$ cat src/rtl/mult_pkg.sv
// -----------------------------------------------------------------------------
// mult_pkg
// Shared constants for the multiplier datapath: default product and byte
// widths, and the state encoding of the result unloader FSM.
// -----------------------------------------------------------------------------
package mult_pkg;

  localparam int DEFAULT_PW = 32;  // product width in bits
  localparam int DEFAULT_BW = 8;   // presented byte width in bits

  // Result unloader state encoding.
  localparam logic [1:0] S_IDLE    = 2'd0;
  localparam logic [1:0] S_WAIT_HI = 2'd1;
  localparam logic [1:0] S_SHOW    = 2'd2;
  localparam logic [1:0] S_DONE    = 2'd3;

endpackage : mult_pkg

$ cat src/rtl/result_unloader.sv
// -----------------------------------------------------------------------------
// result_unloader
// Captures a multiplier product when the controller pulses ready, then
// presents it one byte at a time (least significant first) to an operator
// who steps through the bytes with press/release cycles on get. A single
// done pulse follows the release of the last byte.
//
// Ports
//   clk      : sole clock, rising edge
//   rst      : synchronous, active-high reset
//   ready    : one-cycle capture pulse; product is valid in the same cycle
//   product  : multiplier result, PW bits
//   get      : operator strobe (already synchronized and debounced)
//   data_out : presented byte while valid, 0 otherwise
//   byte_sel : index of the presented byte, 0 = least significant
//   valid    : high while data_out holds a presented byte
//   busy     : high from capture until the unload completes
//   done     : one-cycle pulse after the last byte is released
//   overrun  : (only with RESULT_UNLOADER_OVERRUN_EN) sticky flag, set by a
//              ready pulse arriving outside IDLE, cleared by rst or by the
//              next accepted capture
//
// Configuration macro: RESULT_UNLOADER_OVERRUN_EN
// -----------------------------------------------------------------------------
module result_unloader
  import mult_pkg::*;
#(
  parameter int PW = DEFAULT_PW,
  parameter int BW = DEFAULT_BW,
  localparam int NB = PW / BW,
  localparam int IW = (NB > 1) ? $clog2(NB) : 1
) (
  input  logic          clk,
  input  logic          rst,
  input  logic          ready,
  input  logic [PW-1:0] product,
  input  logic          get,
  output logic [BW-1:0] data_out,
  output logic [IW-1:0] byte_sel,
  output logic          valid,
  output logic          busy,
  output logic          done
`ifdef RESULT_UNLOADER_OVERRUN_EN
  ,
  output logic          overrun
`endif
);

  localparam logic [IW-1:0] LAST_IDX = IW'(NB - 1);

  logic [1:0]    state_q;
  logic [IW-1:0] idx_q;
  logic [PW-1:0] cap_q;

  // NOTE: sequential state is written only with non-blocking assignments so
  // every register samples its inputs as they were before the edge.
  // NOTE: the capture register is reset too, so a reset leaves no trace of a
  // previous product anywhere in the block.
  always_ff @(posedge clk) begin
    if (rst) begin
      state_q <= S_IDLE;
      idx_q   <= '0;
      cap_q   <= '0;
    end else begin
      case (state_q)
        S_IDLE: begin
          // A coincident get is deliberately not looked at here; it will
          // advance WAIT_HI on the following edge if still held.
          if (ready) begin
            cap_q   <= product;
            idx_q   <= '0;
            state_q <= S_WAIT_HI;
          end
        end
        S_WAIT_HI: begin
          if (get) state_q <= S_SHOW;
        end
        S_SHOW: begin
          if (!get) begin
            if (idx_q == LAST_IDX) begin
              state_q <= S_DONE;
            end else begin
              idx_q   <= idx_q + IW'(1);
              state_q <= S_WAIT_HI;
            end
          end
        end
        default: begin  // S_DONE
          state_q <= S_IDLE;
        end
      endcase
    end
  end

`ifdef RESULT_UNLOADER_OVERRUN_EN
  // Capture and a rejected ready are mutually exclusive (IDLE vs not IDLE),
  // so set and clear never compete.
  always_ff @(posedge clk) begin
    if (rst) begin
      overrun <= 1'b0;
    end else if (ready) begin
      overrun <= (state_q != S_IDLE) ? 1'b1 : 1'b0;
    end
  end
`endif

  // Byte multiplexer: outputs depend on registered state and index only.
  // NOTE: data_out gets a default before the conditional select so the
  // combinational block cannot infer a latch.
  always_comb begin
    data_out = '0;
    if (state_q == S_SHOW) begin
      for (int i = 0; i < NB; i++) begin
        if (idx_q == IW'(i)) data_out = cap_q[i*BW +: BW];
      end
    end
  end

  assign byte_sel = idx_q;
  assign valid    = (state_q == S_SHOW);
  assign busy     = (state_q != S_IDLE);
  assign done     = (state_q == S_DONE);

endmodule : result_unloader
$ cat config.mk
export PLATFORM = sky130hd
export DESIGN_NAME = result_unloader
export DESIGN_NICKNAME = d
export VERILOG_FILES = /design/src/rtl/mult_pkg.sv /design/src/rtl/result_unloader.sv
export SDC_FILE = /design/constraint.sdc
export NUM_CORES = 1
export LEC_CHECK = 0
export CAP_MARGIN = 10
export CORE_MARGIN = 2
export CORE_UTILIZATION = 46
export CTS_CLUSTER_DIAMETER = 30
export DETAILED_ROUTE_END_ITERATION = 7
export HOLD_SLACK_MARGIN = 0.12
export PLACE_DENSITY = 0.78
export SLEW_MARGIN = 0
export SYNTH_ARGS = -nofsm -noshare
export SYNTH_HDL_FRONTEND = slang
export SYNTH_SLANG_ARGS = --single-unit
$ cat constraint.sdc
create_clock -name clk -period 1.95 [get_ports clk]
set_input_delay 0.2925 -clock clk [delete_from_list [all_inputs] [get_ports clk]]
set_output_delay 0.2925 -clock clk [all_outputs]
set_load 0.03 [all_outputs]
==> results summary, run 1 <==
The number of max-cap violations is 0. The number of flops mapped to enable cells by yosys came out at 0. In this run the horizontal extent of the chip is 64.17 µm. The worst setup path is launched from a flop. The maximum number of pins on one net before global-route repair came out at 37. The Yosys step of the flow raised 0 warnings. For the final database, setup skew stands at 0.006352 ns. The post-DP HPWL is 3.134 mm. The register bit total from synthesis is 36. STA puts the critical path data required time at 1.66 ns. For this design the top-level I/O count stands at 49.

The critical path is of the flop to output pin type. Power comes to 0.001499 W. The placed instance area came out at 0.002397 mm². The post-synthesis net count came out at 250. The capturing element type of the critical path is an output pin. The number of global-route vias before repair came to 1742.

Across every metal layer, demand over resource in global routing totals 0.2580. The clock-pin slew reported for the worst setup and hold paths after clock tree synthesis came out at 0.10 ns. The TritonCTS buffer count came out at 5. Setup repair after global routing could not meet its margin everywhere. The placed cell count is 308. The initial utilization of the core area, before any placement, comes to 0.4875. The register area share after synthesis came out at 0.4328. The highest ir drop seen on vdd is 446.0 µV. The global placement routability congestion came out at 0.7859. The summed area of non-filler cells in the final layout came out at 0.002728 mm². Walking the worst path, the cells encountered are inv_4 -> ha_4 -> nor2b_4 -> buf_8 -> a221oi_4 -> o41ai_4 -> buf_4.

The number of nets in the layout came out at 314. The number of routed nets with antenna violations came out at 0. Setup violations remaining at the end of the flow were counted as 8.

The worst hold path begins at cap_q[30]. The initial antenna violation count is 0. The overall overflow remaining after global route is 0.

The later pin in the worst-skew pair is clocked with a latency of 0.35 ns. For the pin with the worst max-slew slack, the measured transition is 0.3685 ns. The share of cells above drive strength 1 is 0.2701. CTS built an H-tree with a depth of 2. The worst slack at placement came out at -0.2620 ns. The die extent in y is 64.17 µm. The final standard cell utilization of the core is 0.7985. The minimum clock period came out at 2.114 ns. The count of unique library cells instantiated by Yosys came out at 23. In this run, post-CTS hold repair placed 0 buffers. The flow ran to the end, but the final reports show violations. The startpoint of the worst register-to-register path is byte_sel[0]. The worst slew margin relative to its limit is 0.7543. The die area came out at 0.004118 mm². The CTS tree is yes. The initial DRC count is 94. The signed area change from the synthesized netlist to the final layout is 63.79%. The final reports fail on setup timing.

The cell sitting at the root of the clock tree is a sky130_fd_sc_hd__clkbuf_4. The detailed router placed 1712 vias in this run. The synthesized area per cell is 7.930 µm². The number of buffers added on ports is 48. The buffer depth of the longest clock path is 2.

Static timing analysis puts the maximum clock frequency at 473.1 MHz. The placeable core region came out at 0.003416 mm². The path class of the tightest hold or removal check is flop to flop.

The most common flop cell mapped by yosys is sky130_fd_sc_hd__dfxtp_1. After synthesis the cells add up to 0.001665 mm². The critical path starts at byte_sel[1]. The count of fill cells added during filler insertion is 214.

The share of async-settable or async-resettable flops after synthesis came out at 0. After detailed routing, the average wire length per cell comes to 15.16 µm. On the worst path, the slowest cell contributes a delay of 0.37 ns. The count of pins over their slew limit came out at 0. The via density per instance is 5.350. The number of instances in the synthesized netlist came out at 210.

The site row count is 21. The detailed-route DRC error count came out at 0. The highest net fanout along the worst path came out at 6. The first-pass iteration count of the detailed router is 4.

The total clock sinks came out at 36. The cell at the slowest stage of the critical path is sky130_fd_sc_hd__dfxtp_2. The final number of hold-violating endpoints came out at 0. The routed design has 4.851 mm of wire.

The worst-case setup margin in the final layout came out at -0.1639 ns. The areal power density over the cells came out at 549.4 mW/mm². The final cell count without fillers came out at 320.

For this design the static power due to leakage is 1.053 nW. The period utilization is 1.084. The critical path data arrival time came out at 1.82 ns.

The number of inserted diodes came out at 0. The wire length of the first global-routing pass came out at 8.066 mm.
-- placed cells by master (no fill, tap or decap), types with 2 or more instances in the layout --
cell type and instances:
sky130_fd_sc_hd__o41ai_4 8, sky130_fd_sc_hd__nor2b_1 6, sky130_fd_sc_hd__a221oi_4 6, sky130_fd_sc_hd__a211o_1 2, sky130_fd_sc_hd__nand2_1 65, sky130_fd_sc_hd__nand2b_1 3, sky130_fd_sc_hd__buf_6 4, sky130_fd_sc_hd__buf_4 27
sky130_fd_sc_hd__a21oi_1 35, sky130_fd_sc_hd__nand3_1 10, sky130_fd_sc_hd__nor2_1 3, sky130_fd_sc_hd__clkbuf_4 5, sky130_fd_sc_hd__dfxtp_1 34, sky130_fd_sc_hd__ha_4 4, sky130_fd_sc_hd__a221oi_2 2, sky130_fd_sc_hd__nor2b_4 2
sky130_fd_sc_hd__buf_12 3, sky130_fd_sc_hd__clkdlybuf4s50_1 37
-- cells in the mapped netlist (4+ instances only) --
master / count / area (µm²)
sky130_fd_sc_hd__nand2_1: 65 / 244.0
sky130_fd_sc_hd__ha_1: 4 / 50.05
sky130_fd_sc_hd__buf_2: 6 / 30.03
sky130_fd_sc_hd__a221oi_1: 8 / 70.07
sky130_fd_sc_hd__nor2b_1: 9 / 56.30
sky130_fd_sc_hd__nand3_1: 10 / 50.05
sky130_fd_sc_hd__buf_6: 4 / 45.04
sky130_fd_sc_hd__clkbuf_1: 6 / 22.52
sky130_fd_sc_hd__o41ai_1: 8 / 70.07
sky130_fd_sc_hd__dfxtp_1: 36 / 720.7
sky130_fd_sc_hd__a21oi_1: 35 / 175.2
-- cell families after synthesis --
group	synth area share
AO/OA/AOI/OAI	0.2119
buffers and inverters	0.07212
adder cells (fa/ha/maj)	0.03005
flip-flops	0.4328
AND/OR/NAND/NOR	0.2532
-- per-layer routing --
metal  up-vias  GRT usage  part of all wire  wire length (µm)
li1        850          -                 -                 -
met1       808     0.2908              0.42              2026
met2        47     0.4701              0.53              2548
met3         7    0.05986             0.044               212
met4         0    0.09309             0.013                64
met5         -          0                 0                 0
-- where the power goes --
part           internal [W]  leakage [nW]  switching [W]
registers          0.000782         0.297      0.0000378
logic              0.000159         0.728       0.000150
clock network      0.000133        0.0281       0.000237
total               0.00107          1.05       0.000425
-- path summary, 6_finish.rpt --
path	to	slack [ns]	cells after the start
min	cap_q[30]	0.46	2
max reg2reg	byte_sel[1]	0.37	7
min reg2reg	cap_q[30]	0.46	2
max	data_out[4]	-0.16	7
-- worst max-delay path, delay by kind of cell, from the launching register on --
family | cells | cell delay, ns
and+or+nand+nor | 1 | 0.17
buffers and inverters | 3 | 0.44
adders and majority gates | 1 | 0.17
DFF | 1 | 0.37
AOI/OAI and AO/OA | 2 | 0.30
-- final cells by class --
class / instances / area (µm²) / area share
clock buffers: 6 / 41.29 / 0.01514
repair buffers: 75 / 719.4 / 0.2638
clock inverters: 1 / 5.005 / 0.001835
multi-input cells: 153 / 1160 / 0.4252
flip-flops and latches: 36 / 725.7 / 0.2661
well taps: 46 / 57.56 / 0.02110
inverters: 3 / 18.77 / 0.006881
-- registers in the layout, summed over array words and instances (netlist names) --
signal,count
cap_q,32
byte_sel,2
state_q,2
-- through the flow --
step	TNS (ns)	hold WS [ns]
final	-1.114	0.4620
after global routing	-1.738	0.4839
after CTS	-0.9056	0.4638
after detailed placement	-0.5227	0.4490
after global placement	-0.4647	0.4420
after floorplan	0	0.4285
-- timing repair --
action / in CTS / in global routing
buffers inserted: 5 / 0
pin swaps: 3 / 0
gates resized for setup: 56 / 6
endpoints found under the setup margin: 10 / 10
Power figures use the tool's default switching activity.
==> inputs of run 2 (changes only) <==
--- a/config.mk
+++ b/config.mk
@@ -7,11 +7,11 @@
 export LEC_CHECK = 0
 export CAP_MARGIN = 10
 export CORE_MARGIN = 2
-export CORE_UTILIZATION = 46
+export CORE_UTILIZATION = 50
 export CTS_CLUSTER_DIAMETER = 30
 export DETAILED_ROUTE_END_ITERATION = 7
 export HOLD_SLACK_MARGIN = 0.12
-export PLACE_DENSITY = 0.78
+export PLACE_DENSITY = 0.84
 export SLEW_MARGIN = 0
 export SYNTH_ARGS = -nofsm -noshare
 export SYNTH_HDL_FRONTEND = slang
==> constraint.sdc (replaced) <==
create_clock -name clk -period 2.69 [get_ports clk]
set_input_delay 0.4035 -clock clk [delete_from_list [all_inputs] [get_ports clk]]
set_output_delay 0.4035 -clock clk [all_outputs]
set_load 0.03 [all_outputs]
==> results summary, run 2 (same netlist as run 1, synthesis figures left out) <==
The site row count is 20 (-4.8%). The global placement routability congestion came to 0.8074 (+2.7%). The number of top-level design ports came out at 49 (unchanged). The overall overflow remaining after global route came out at 0 (unchanged). The number of H-tree levels was 2 (unchanged). The post-route setup TNS is 0 ns (+1.114 ns). The flip-flop count of the largest register after layout is 32 (unchanged). The tree is rooted in a sky130_fd_sc_hd__clkbuf_4.

The total routed wirelength is 4.087 mm (-16%). The buffer and inverter count on the worst path came out at 2 (-1). The minimum clock period came out at 2.480 ns.

The number of global-route vias before repair came out at 1437 (-18%). The final hold slack was 0.4607 ns (-0.001239 ns). The count of fill cells added during filler insertion came to 266 (+24%). The areal power density over the cells is 506.5 mW/mm² (-7.8%). Setup repair after global routing left no endpoint under its margin.

The largest incremental delay on the critical path came out at 0.39 ns (+0.02 ns). The net load switching power was 0.0002894 W (-32%). The placeable core region is 0.003103 mm² (-9.2%). The wire length of the first global-routing pass is 6.617 mm (-18%). Traced cell by cell, the critical path runs through inv_1 -> ha_1 -> nor2b_4 -> a221oi_1 -> o41ai_2 -> buf_4. The die extent in y came out at 61.71 µm (-3.8%). The most common cell after layout, fill and taps aside is sky130_fd_sc_hd__nand2_1. The maximum number of pins on one net before global-route repair is 33 (-11%).

The highest ir drop seen on vdd came to 364.6 µV (-18%). The final number of hold-violating endpoints is 0 (unchanged). The detailed-route DRC error count came out at 0 (unchanged). The clock-pin slew reported for the worst setup and hold paths after clock tree synthesis came to 0.11 ns (about the same). The area taken by flip-flops and latches came out at 720.7 µm² (-0.69%). The TritonCTS buffer count came out at 5 (unchanged). The number of inserted diodes was 0 (unchanged). The hold buffer count at cts is 0 (unchanged). The measured slew at the worst slew-check pin is 0.7157 ns (+0.3472 ns). The first-pass iteration count of the detailed router came to 4 (unchanged). The number of cells on the worst hold path came out at 2 (unchanged). The initial DRC count is 69 (-27%). The share of cells above drive strength 1 was 0.1344 (-0.1357). The combinational share of power is 0.162 (-0.045). The placed instance area is 0.002182 mm² (-9.0%). The count of instances resized after the clock tree is built came out at 1 (-98%). The highest net fanout along the worst path came out at 9 (+3). Leaving out fill and tap cells, the most frequent cells in the layout are sky130_fd_sc_hd__nand2_1, sky130_fd_sc_hd__clkdlybuf4s50_1, sky130_fd_sc_hd__dfxtp_1.

In this run the worst hold path is classified as flop to flop. The power after layout is 0.001148 W (-23%). The width of the die was 61.71 µm (-3.8%). The power share of the sequential group is 0.516 (-0.031). The routed length per instance came out at 13.76 µm (-9.2%). The signed area change from the synthesized netlist to the final layout is 36.06%. The number of stages on the worst setup path came out at 6 (-1).

The buffer depth of the longest clock path is 2 (unchanged). The worst setup path is launched from a flop. The starting density of the core came out at 0.5367 (+0.04915). The critical path data arrival time came out at 2.08 ns (+0.26 ns). STA classifies the critical path endpoint as an output pin.

The post-DP HPWL came to 3.013 mm (-3.9%). The worst setup skew after layout is 0.007925 ns (+0.001573 ns). The overall global routing resource usage came out at 0.2436 (-0.01432). The post-CTS setup repair buffer count is 0 (-5). The area of combinational cells with multiple inputs is 892.1 µm² (-23%). The via density per instance came out at 5.330 (-0.37%). The slowest stage of the critical path is the sky130_fd_sc_hd__dfxtp_1 cell.

On the critical path the largest part of the delay comes from compound AO/OA/AOI/OAI gates. The number of max-cap violations came out at 0 (unchanged). The number of buffers added on ports came to 48 (unchanged). The worst slew margin relative to its limit came out at 0.5229 (-0.2315).

The total clock sinks came to 36 (unchanged). The static leakage power is 0.8938 nW (-15%). The data required time of the critical path came out at 2.29 ns (+0.63 ns). The number of nets in the layout came out at 292 (-7.0%). TritonCTS built the clock tree. The die area is 0.003808 mm² (-7.5%). The final-report setup violation count came to 0 (-8). The number of routed nets with antenna violations is 0 (unchanged). The count of pins over their slew limit is 0 (unchanged).

By startpoint and endpoint, the worst setup path is classified as flop to output pin. The clock group share of total power came out at 0.323 (+0.076). The internal power consumption came to 0.0008583 W (-20%). The worst-case reg-to-reg path depth was 4 (-3). The initial antenna violation count came out at 0 (unchanged). The achievable clock frequency came out at 403.2 MHz.

The vias after detailed routing came out at 1583 (-7.5%). The period utilization is 0.9221. The latest clock arrival within the worst-skew pair came out at 0.34 ns (about the same).

The run finished with clean final reports. The switching share of power is 0.2522 (-0.03149). The summed area of non-filler cells in the final layout came to 0.002266 mm² (-17%). The register with the most flip-flops is cap_q.
[run 2: changes by cell type in the layout (fill, tap and decap cells not counted), sizes merged]
cell           delta
clkdlybuf4s50     +3
dlygate4sd2       -1
dlymetal6s2s      -1
clkbuf            -1
bufinv            +1
buf              -22
[run 2: worst min-delay path, cell delays in order, from the launching register on]
cell	delay, ns
sky130_fd_sc_hd__dfxtp_1	0.32
sky130_fd_sc_hd__nand2_1	0.05
sky130_fd_sc_hd__a21oi_1	0.05
[run 2: metal layers]
layer | vias to the layer above | global-route usage | routed length, µm
li1 | 798 | - | -
met1 | 721 | 0.3161 | 1713
met2 | 57 | 0.4060 | 2017
met3 | 7 | 0.03727 | 295
met4 | 0 | 0.1003 | 60
met5 | - | 0 | 0
[run 2: layout make-up]
cell class	instances	share of cell area
repair buffers	53	0.2253
clock inverters	2	0.01546
multi-input cells	153	0.3937
well taps	44	0.02430
inverters	3	0.004970
clock buffers	6	0.01822
flip-flops and latches	36	0.3181
[run 2: power by group through the flow]
stage | clock (W) | sequential [W] | combinational (W)
after global routing | 0.000401 | 0.000596 | 0.000205
final | 0.000370 | 0.000592 | 0.000186
after detailed placement | 0 | 0.000603 | 0.000185
after CTS | 0.000372 | 0.000591 | 0.000187
after global placement | 0 | 0.000603 | 0.000181
after floorplan | 0 | 0.000595 | 0.000114
[run 2: final timing paths]
path,startpoint,end,slack (ns)
max,byte_sel[1],data_out[3],0.21
max reg2reg,byte_sel[0],byte_sel[1],0.86
min reg2reg,cap_q[17],cap_q[17],0.46
min,cap_q[17],cap_q[17],0.46
[run 2: stage by stage]
stage / utilization / setup slack [ns] / std cells
2_1_floorplan: - / 0.2933 / 210
3_3_place_gp: 0.7032 / 0.4113 / 289
3_5_place_dp: 0.7032 / 0.3488 / 289
4_1_cts: 0.7286 / 0.1278 / 297
5_1_grt: 0.7302 / 0.07381 / 297
6_report: 0.7302 / 0.2095 / 297
